$ cat src/rtl/ppi_bus_master_if.sv
// ppi_bus_master_if
//  Groups the host request/response handshake and the 8255A bus pins of the
//  PPI bus master into one bundle.
//  Host side : req_valid, req_ready, req_wr, req_addr[1:0], req_wdata[7:0],
//              rsp_valid, rsp_rdata[7:0]
//  PPI side  : nCS, nRD, nWR, A[1:0], Dout[7:0], DoutEn, Din[7:0]
//  modport master : the bus master itself (drives strobes, consumes requests)
//  modport slave  : the environment (host plus PPI) facing the master
interface ppi_bus_master_if;
    logic       req_valid;
    logic       req_ready;
    logic       req_wr;
    logic [1:0] req_addr;
    logic [7:0] req_wdata;
    logic       rsp_valid;
    logic [7:0] rsp_rdata;
    logic       nCS;
    logic       nRD;
    logic       nWR;
    logic [1:0] A;
    logic [7:0] Dout;
    logic       DoutEn;
    logic [7:0] Din;

    modport master (
        input  req_valid, req_wr, req_addr, req_wdata, Din,
        output req_ready, rsp_valid, rsp_rdata,
        output nCS, nRD, nWR, A, Dout, DoutEn
    );

    modport slave (
        output req_valid, req_wr, req_addr, req_wdata, Din,
        input  req_ready, rsp_valid, rsp_rdata,
        input  nCS, nRD, nWR, A, Dout, DoutEn
    );
endinterface

$ cat src/rtl/ppi_bus_master.sv
// ppi_bus_master
//  CPU-side bus initiator for the 8255A PPI. Each accepted host request becomes
//  one nCS/nRD/nWR bus cycle with programmable setup, strobe, hold and recovery
//  times; read data is returned on rsp_rdata with a one-cycle rsp_valid pulse.
//  Ports:
//    clk     : system clock, rising edge
//    nReset  : asynchronous active-low reset, abandons any cycle in flight
//    bus     : ppi_bus_master_if.master (host handshake + PPI pins)
//  Parameters (cycles, 1..15): T_SETUP, T_STROBE, T_HOLD, T_RECOVER
//  Every output is driven straight from a flop.
module ppi_bus_master #(
    parameter int unsigned T_SETUP   = 1,
    parameter int unsigned T_STROBE  = 3,
    parameter int unsigned T_HOLD    = 1,
    parameter int unsigned T_RECOVER = 2
) (
    input  logic            clk,
    input  logic            nReset,
    ppi_bus_master_if.master bus
);

    localparam logic [2:0] IDLE    = 3'd0;
    localparam logic [2:0] SETUP   = 3'd1;
    localparam logic [2:0] STROBE  = 3'd2;
    localparam logic [2:0] HOLD    = 3'd3;
    localparam logic [2:0] RECOVER = 3'd4;

    // Counter reload values: a state lasting T cycles is left when the counter reads 0.
    localparam logic [3:0] LOAD_SETUP   = 4'(T_SETUP   - 32'd1);
    localparam logic [3:0] LOAD_STROBE  = 4'(T_STROBE  - 32'd1);
    localparam logic [3:0] LOAD_HOLD    = 4'(T_HOLD    - 32'd1);
    localparam logic [3:0] LOAD_RECOVER = 4'(T_RECOVER - 32'd1);

    logic [2:0] state_r,  state_s;
    logic [3:0] cnt_r,    cnt_s;
    logic       wr_r,     wr_s;
    logic       ncs_r,    ncs_s;
    logic       nrd_r,    nrd_s;
    logic       nwr_r,    nwr_s;
    logic [1:0] a_r,      a_s;
    logic [7:0] dout_r,   dout_s;
    logic       douten_r, douten_s;
    logic       ready_r,  ready_s;
    logic       rspv_r,   rspv_s;
    logic [7:0] rdata_r,  rdata_s;
    logic       done_s;

    // Next-state and next-output computation for the bus cycle sequencer.
    always_comb begin
        state_s  = state_r;
        cnt_s    = cnt_r;
        wr_s     = wr_r;
        ncs_s    = ncs_r;
        nrd_s    = nrd_r;
        nwr_s    = nwr_r;
        a_s      = a_r;
        dout_s   = dout_r;
        douten_s = douten_r;
        ready_s  = ready_r;
        rspv_s   = 1'b0;
        rdata_s  = rdata_r;
        done_s   = (cnt_r == 4'd0);

        case (state_r)
            IDLE: begin
                // ready_r (not a fresh 1) gates the handshake so that nothing is
                // accepted on the first edge after reset release.
                if (bus.req_valid && ready_r) begin
                    state_s = SETUP;
                    cnt_s   = LOAD_SETUP;
                    wr_s    = bus.req_wr;
                    a_s     = bus.req_addr;
                    ncs_s   = 1'b0;
                    ready_s = 1'b0;
                    if (bus.req_wr) begin
                        dout_s   = bus.req_wdata;
                        douten_s = 1'b1;
                    end else begin
                        douten_s = 1'b0;
                    end
                end else begin
                    ready_s = 1'b1;
                end
            end
            SETUP: begin
                if (done_s) begin
                    state_s = STROBE;
                    cnt_s   = LOAD_STROBE;
                    // Exactly one strobe goes low, chosen by the latched direction.
                    nrd_s   = wr_r;
                    nwr_s   = ~wr_r;
                end else begin
                    cnt_s = cnt_r - 4'd1;
                end
            end
            STROBE: begin
                if (done_s) begin
                    state_s = HOLD;
                    cnt_s   = LOAD_HOLD;
                    nrd_s   = 1'b1;
                    nwr_s   = 1'b1;
                    rspv_s  = 1'b1;
                    if (!wr_r) begin
                        rdata_s = bus.Din;
                    end else begin
                        rdata_s = rdata_r;
                    end
                end else begin
                    cnt_s = cnt_r - 4'd1;
                end
            end
            HOLD: begin
                if (done_s) begin
                    state_s  = RECOVER;
                    cnt_s    = LOAD_RECOVER;
                    ncs_s    = 1'b1;
                    douten_s = 1'b0;
                end else begin
                    cnt_s = cnt_r - 4'd1;
                end
            end
            RECOVER: begin
                if (done_s) begin
                    state_s = IDLE;
                    cnt_s   = 4'd0;
                    ready_s = 1'b1;
                end else begin
                    cnt_s = cnt_r - 4'd1;
                end
            end
            default: begin
                // Unreachable encoding: park the bus in its idle, released state.
                state_s  = IDLE;
                cnt_s    = 4'd0;
                ncs_s    = 1'b1;
                nrd_s    = 1'b1;
                nwr_s    = 1'b1;
                douten_s = 1'b0;
                ready_s  = 1'b0;
            end
        endcase
    end

    // State and output registers; reset releases the bus immediately.
    always_ff @(posedge clk or negedge nReset) begin
        if (!nReset) begin
            state_r  <= IDLE;
            cnt_r    <= 4'd0;
            wr_r     <= 1'b0;
            ncs_r    <= 1'b1;
            nrd_r    <= 1'b1;
            nwr_r    <= 1'b1;
            a_r      <= 2'b00;
            dout_r   <= 8'h00;
            douten_r <= 1'b0;
            ready_r  <= 1'b0;
            rspv_r   <= 1'b0;
            rdata_r  <= 8'h00;
        end else begin
            state_r  <= state_s;
            cnt_r    <= cnt_s;
            wr_r     <= wr_s;
            ncs_r    <= ncs_s;
            nrd_r    <= nrd_s;
            nwr_r    <= nwr_s;
            a_r      <= a_s;
            dout_r   <= dout_s;
            douten_r <= douten_s;
            ready_r  <= ready_s;
            rspv_r   <= rspv_s;
            rdata_r  <= rdata_s;
        end
    end

    assign bus.req_ready = ready_r;
    assign bus.rsp_valid = rspv_r;
    assign bus.rsp_rdata = rdata_r;
    assign bus.nCS       = ncs_r;
    assign bus.nRD       = nrd_r;
    assign bus.nWR       = nwr_r;
    assign bus.A         = a_r;
    assign bus.Dout      = dout_r;
    assign bus.DoutEn    = douten_r;

endmodule

$ cat src/flat_wrapper.sv
// flat-port wrapper written by rule: the top's interface ports become plain ports
module ppi_bus_master_flat 
#(
    parameter int unsigned T_SETUP   = 1,
    parameter int unsigned T_STROBE  = 3,
    parameter int unsigned T_HOLD    = 1,
    parameter int unsigned T_RECOVER = 2
)
  (clk, nReset, bus_req_valid, bus_req_wr, bus_req_addr, bus_req_wdata, bus_Din, bus_req_ready, bus_rsp_valid, bus_rsp_rdata, bus_nCS, bus_nRD, bus_nWR, bus_A, bus_Dout, bus_DoutEn);
  ppi_bus_master_if bus_i ();
  input  logic clk;
  input  logic nReset;
  input wire logic [$bits(bus_i.req_valid)-1:0] bus_req_valid;
  input wire logic [$bits(bus_i.req_wr)-1:0] bus_req_wr;
  input wire logic [$bits(bus_i.req_addr)-1:0] bus_req_addr;
  input wire logic [$bits(bus_i.req_wdata)-1:0] bus_req_wdata;
  input wire logic [$bits(bus_i.Din)-1:0] bus_Din;
  output wire logic [$bits(bus_i.req_ready)-1:0] bus_req_ready;
  output wire logic [$bits(bus_i.rsp_valid)-1:0] bus_rsp_valid;
  output wire logic [$bits(bus_i.rsp_rdata)-1:0] bus_rsp_rdata;
  output wire logic [$bits(bus_i.nCS)-1:0] bus_nCS;
  output wire logic [$bits(bus_i.nRD)-1:0] bus_nRD;
  output wire logic [$bits(bus_i.nWR)-1:0] bus_nWR;
  output wire logic [$bits(bus_i.A)-1:0] bus_A;
  output wire logic [$bits(bus_i.Dout)-1:0] bus_Dout;
  output wire logic [$bits(bus_i.DoutEn)-1:0] bus_DoutEn;
  assign bus_i.req_valid = bus_req_valid;
  assign bus_i.req_wr = bus_req_wr;
  assign bus_i.req_addr = bus_req_addr;
  assign bus_i.req_wdata = bus_req_wdata;
  assign bus_i.Din = bus_Din;
  assign bus_req_ready = bus_i.req_ready;
  assign bus_rsp_valid = bus_i.rsp_valid;
  assign bus_rsp_rdata = bus_i.rsp_rdata;
  assign bus_nCS = bus_i.nCS;
  assign bus_nRD = bus_i.nRD;
  assign bus_nWR = bus_i.nWR;
  assign bus_A = bus_i.A;
  assign bus_Dout = bus_i.Dout;
  assign bus_DoutEn = bus_i.DoutEn;
  ppi_bus_master #(.T_SETUP(T_SETUP), .T_STROBE(T_STROBE), .T_HOLD(T_HOLD), .T_RECOVER(T_RECOVER)) u_core (.clk(clk), .nReset(nReset), .bus(bus_i));
endmodule
$ cat config.mk
export PLATFORM = sky130hd
export DESIGN_NAME = ppi_bus_master_flat
export DESIGN_NICKNAME = d
export VERILOG_FILES = /design/src/rtl/ppi_bus_master_if.sv /design/src/rtl/ppi_bus_master.sv /design/src/flat_wrapper.sv
export SDC_FILE = /design/constraint.sdc
export NUM_CORES = 1
export LEC_CHECK = 0
export CORE_MARGIN = 4
export CORE_UTILIZATION = 45
export DETAILED_ROUTE_END_ITERATION = 12
export PLACE_DENSITY_LB_ADDON = 0.12
export RECOVER_POWER = 100
export SLEW_MARGIN = 20
export SYNTH_ARGS = -nofsm -noshare
export SYNTH_HDL_FRONTEND = slang
export SYNTH_SLANG_ARGS = --single-unit
$ cat constraint.sdc
create_clock -name clk -period 2.45 [get_ports clk]
set_input_delay 0.245 -clock clk [delete_from_list [all_inputs] [get_ports clk]]
set_output_delay 0.245 -clock clk [all_outputs]
set_load 0.01 [all_outputs]
* Word level (Yosys, flattened, before mapping)
Cells that the tools add are included.
** Word-level totals
- Flip-flop bits (word level) :: 32
- Latch bits :: 0
- Bits in writable memories :: 0
- Memory bits (read-only) :: 0
- Bits of input ports :: 22
- Output and inout port bits :: 24
- Logic and storage cells :: 66
- Memories :: 0
** Cells by class
- $add $sub $neg :: 1
- $mul :: 0
- Div/mod/pow operators :: 0
- Magnitude comparators :: 0
- Equal/unequal tests :: 9
- Shifts and indexed selects :: 0
- Muxes and demuxes :: 26
- Bitwise gates (word level) :: 4
- Reduce and logical (&&, ||, !) cells :: 14
** Operators by type and width (count)
- 4-bit 2-to-1 mux :: 4
- 4-bit one-hot mux with 4 select lines :: 1
- 3-bit 2-to-1 mux :: 5
- 1-bit one-hot mux with 3 select lines :: 5
- 3-bit one-hot mux with 5 select lines :: 1
- 3-bit AND reduction :: 4
- 1-bit 2-to-1 mux :: 10
- 2-bit by 1-bit inequality test with 1-bit output, second input constant :: 5
- 3-bit OR reduction :: 3
- 3-bit by 2-bit equality test with 1-bit output, second input constant :: 2
- 5-bit AND reduction :: 1
- 4-bit logical NOT :: 1
- 1-bit inverter :: 4
- 2-bit AND reduction :: 2
- 4-bit by 1-bit subtractor with 4-bit output, second input constant :: 1
- 3-bit by 1-bit equality test with 1-bit output, second input constant :: 1
- 3-bit equality test, second input constant :: 1
- 3-bit logical NOT :: 1
- 2-bit OR reduction :: 1
- 1-bit logical AND :: 1

* Depth between registers and ports, before layout
- Depth in word-level cells :: 4
- Mapped depth :: 5
- Mapped depth without buffers :: 3

* Least setup slack after synthesis
OpenSTA, ideal clock, no wires.
- Kind :: flip-flop to flip-flop
- Start :: register u_core.cnt_r[0]
- End :: register u_core.rdata_r[0], in the netlist u_core.bus.rsp_rdata[0]
- Setup time :: 125 ps
- Arrival :: 1813 ps
- Data required time :: 2325 ps
- Setup slack :: 512 ps
- Cell stages (with the launch flop) :: 6
- Buffers on the path :: 2
- Period minus slack after synthesis :: 1938 ps
- Cell sequence :: dfrtp_1 > clkbuf_2 > or4_1 > buf_6 > nor3_4 > mux2_2
** On the way
- Cells in the longest elaborated chain, start to end :: 2
** Ends and longest elaborated chain
- from (decl) :: line ppi_bus_master.sv:35 : logic [3:0] cnt_r, cnt_s;
- from (signal assigned) :: line ppi_bus_master.sv:161 : cnt_r <= cnt_s;
- 4-bit logical NOT :: line ppi_bus_master.sv:62 : done_s = (cnt_r == 4'd0);
- 3-bit AND reduction (no line)
- to (signal assigned) :: line ppi_bus_master.sv:171 : rdata_r <= rdata_s;
- to (decl) :: line ppi_bus_master.sv:45 : logic [7:0] rdata_r, rdata_s;
No other way between the ends.
A chain may end at the register's enable or synchronous reset.

* Worst setup path in the final report
- Start :: register u_core.cnt_r[0]
- End :: register u_core.rdata_r[4], in the netlist u_core.bus.rsp_rdata[4]
The elaborated chain is that of the path after synthesis.

==> metrics <==
Startpoint Class=flop; area delta synth->final=38.00%; crit path max fanout=10; drt pass-1 iters=4; Rows=20; antenna violations before repair=0; number of diodes=0; DR vias=1156; largest net degree at the start of global routing=33; Die X=64.55 um; Worst R2R Path Depth=3; Synth Net Count=144; clock share of power=0.127; Util after Layout=0.6504; Min-Delay Endpoint=u_core.bus.nCS; register area share after synthesis=0.5591; #FFs+latches synth=32; Ports=46; violated checks=max-capacitance violations, max-slew violations; Crit path arrival time=2340 ps; Logic pwr share=0.475; total clock sinks=32; DRT iter0 DRCs=103; Final setup viols=0; post-synth top area share=0.5043; Final Wtd Congestion=0.8143; Avg Cell Area, Syn=11.79 um^2; Max clock buf depth=2; final worst slack=327.5 ps; setup slack, reg-to-reg=330 ps; Core Region=0.003053 mm^2; fmax=0.4711 GHz; reg-to-reg startpoint=u_core.cnt_r[0]; critical path required time=2670 ps; Syn. warnings=0; ys flop type=dfrtp_1; Slew headroom=-0.1246; Cell Pwr Density=1261 mW/mm^2; fin crit share=0.8663; main area contributors after synthesis=dfrtp_1 50%, mux2_2 14%, dfstp_2 5.5%; CTS buffer count=5; area of the mapped netlist=0.001439 mm^2; DR vias/cell=5.377; final non-filler cell total=215; final WL=3319 um; Net Sw Frac=0.3731; Post-Syn Instances=122; Hold Startpoint=u_core.bus.nCS; Reg power frac=0.398; Worst R2R End=u_core.bus.rsp_rdata[4]; detailed-route DRC error count=0; hold path depth=1; input/output buffers=45; vias in the first global route=1222; Netlist cell types=35; Placed Cells=207; global-route wire length before repair=5713 um; TritonCTS clock tree=done; commonest cells after routing, fill and taps aside=29 x dfrtp_1, 25 x dlygate4sd3_1, 20 x clkdlybuf4s50_1, 18 x mux2_2; Fin. Hold Viols=0; Async SR Flop Fraction=1.000; post-CTS sizing=0; Final HPWL DP=2426 um; Tightest Pin Transition=1687 ps; max-cap viol count=1; skew final=8.571 ps; CTS H-tree depth=2; hold_buf cts=0; share of layout cells above drive strength 1=0.2105; commonest non-fill, non-tap cell in the layout=dfrtp_1; CTS root buf=clkbuf_4; leak pwr=0.8293 nW; Fill cells=258; CP endpoint kind=flop; switching power=0.0009344 W; Die H=64.55 um; Final Slew Violations=33; nets=192; status=complete, but fails checks; wire per inst=15.44 um; pre-CTS setup slack=341.5 ps; RSZ-0062 raised after global routing=no; All-Layer GR Usage=0.1789; Synth area leader=dfrtp_1; Setup TNS=0 ps; Post-CTS Setup Inserts=0; Die ar.=0.004166 mm^2; Setup CP Type=flop to flop; VDD IR max=578.7 uV; overall overflow remaining after global route=0; Worst-Skew Late Latency=330 ps; DRT antenna net count=0; Initial Utilization=0.4713; hold crit path type=flop to flop; CTS clk-pin slew, worst paths=100 ps; total internal power=0.001570 W; Tmin final=2123 ps; EDFF count, synth=0
## worst max-delay path: stages, from the launching register on
cell and delay, ps:
dfrtp_1 460, or4_1 720, nor3_4 440, mux2_2 380
## cell families (layout without fill, tap and decap cells)
group | count (synthesis) | in the layout | synth area share
mux | 18 | 18 | 0.1409
flops | 32 | 32 | 0.5591
buf+inv | 9 | 58 | 0.02956
simple gates | 35 | 35 | 0.1409
compound gates | 28 | 28 | 0.1296
## layer usage
| metal | GRT usage | part of all wire | vias up |
|---|---|---|---|
| met4 | 0.06332 | 0.015 | 0 |
| met5 | 0 | 0 | - |
| met3 | 0.06759 | 0.062 | 6 |
| met1 | 0.2247 | 0.42 | 568 |
| li1 | - | - | 543 |
| met2 | 0.2822 | 0.50 | 39 |
## cell type report
class                   instances  area [um^2]  share of cell area
multi-input cells              81        591.8              0.2980
flip-flops and latches         32        804.5              0.4052
well taps                      44        55.05             0.02773
clock buffers                   6        51.30             0.02583
clock inverters                 2        10.01            0.005041
inverters                       2        7.507            0.003781
repair buffers                 48        465.4              0.2344
## worst max path at each step
| stage | start | endpoint | slack [ps] | cells past startpoint |
|---|---|---|---|---|
| 4_1_cts | u_core.cnt_r[0] | u_core.bus.rsp_rdata[4] | 320 | 3 |
| 5_1_grt | nReset | u_core.bus.rsp_valid | 190 | 2 |
| 2_1_floorplan | u_core.cnt_r[0] | u_core.bus.rsp_rdata[0] | 510 | 5 |
| 3_5_place_dp | u_core.cnt_r[1] | u_core.bus.rsp_rdata[3] | 340 | 3 |
| 3_3_place_gp | u_core.cnt_r[1] | u_core.bus.rsp_rdata[7] | 410 | 3 |
| 6_report | u_core.cnt_r[0] | u_core.bus.rsp_rdata[4] | 330 | 3 |
## through the flow
step                      total power [W]  hold slack (ps)  area (um^2)
after floorplan                  0.001711           -50.59         1439
after global routing             0.002708            500.0         1986
after CTS                        0.002618            298.5         1993
after detailed placement         0.002288            495.2         1932
final                            0.002505            513.0         1986
after global placement           0.002229            488.9         1932
## state kept, by name, indices dropped and copies added (netlist names)
name,cells
u_core.state_r,3
u_core.bus.nWR,1
u_core.bus.nCS,1
u_core.bus.A,2
u_core.bus.DoutEn,1
u_core.bus.nRD,1
u_core.bus.rsp_valid,1
u_core.bus.rsp_rdata,8
u_core.cnt_r,4
u_core.bus.req_ready,1
u_core.wr_r,1
u_core.bus.Dout,8
## power groups by stage
stage	clock network [W]	registers [W]	logic, W
2_1_floorplan	0	0.00103	0.000684
4_1_cts	0.000331	0.00100	0.00128
3_3_place_gp	0	0.000995	0.00123
3_5_place_dp	0	0.00101	0.00128
5_1_grt	0.000353	0.00104	0.00131
6_report	0.000318	0.000998	0.00119
## synthesized netlist by cell type (all sizes together), types with 3 or more instances
cell     n
dfrtp   29
mux2    18
nor2     7
nor3     7
o21ai    7
clkbuf   6
a21oi    5
nand2    4
dfstp    3
nand3    3
o31ai    3
or3      3
(Power assumes the default switching activity.)
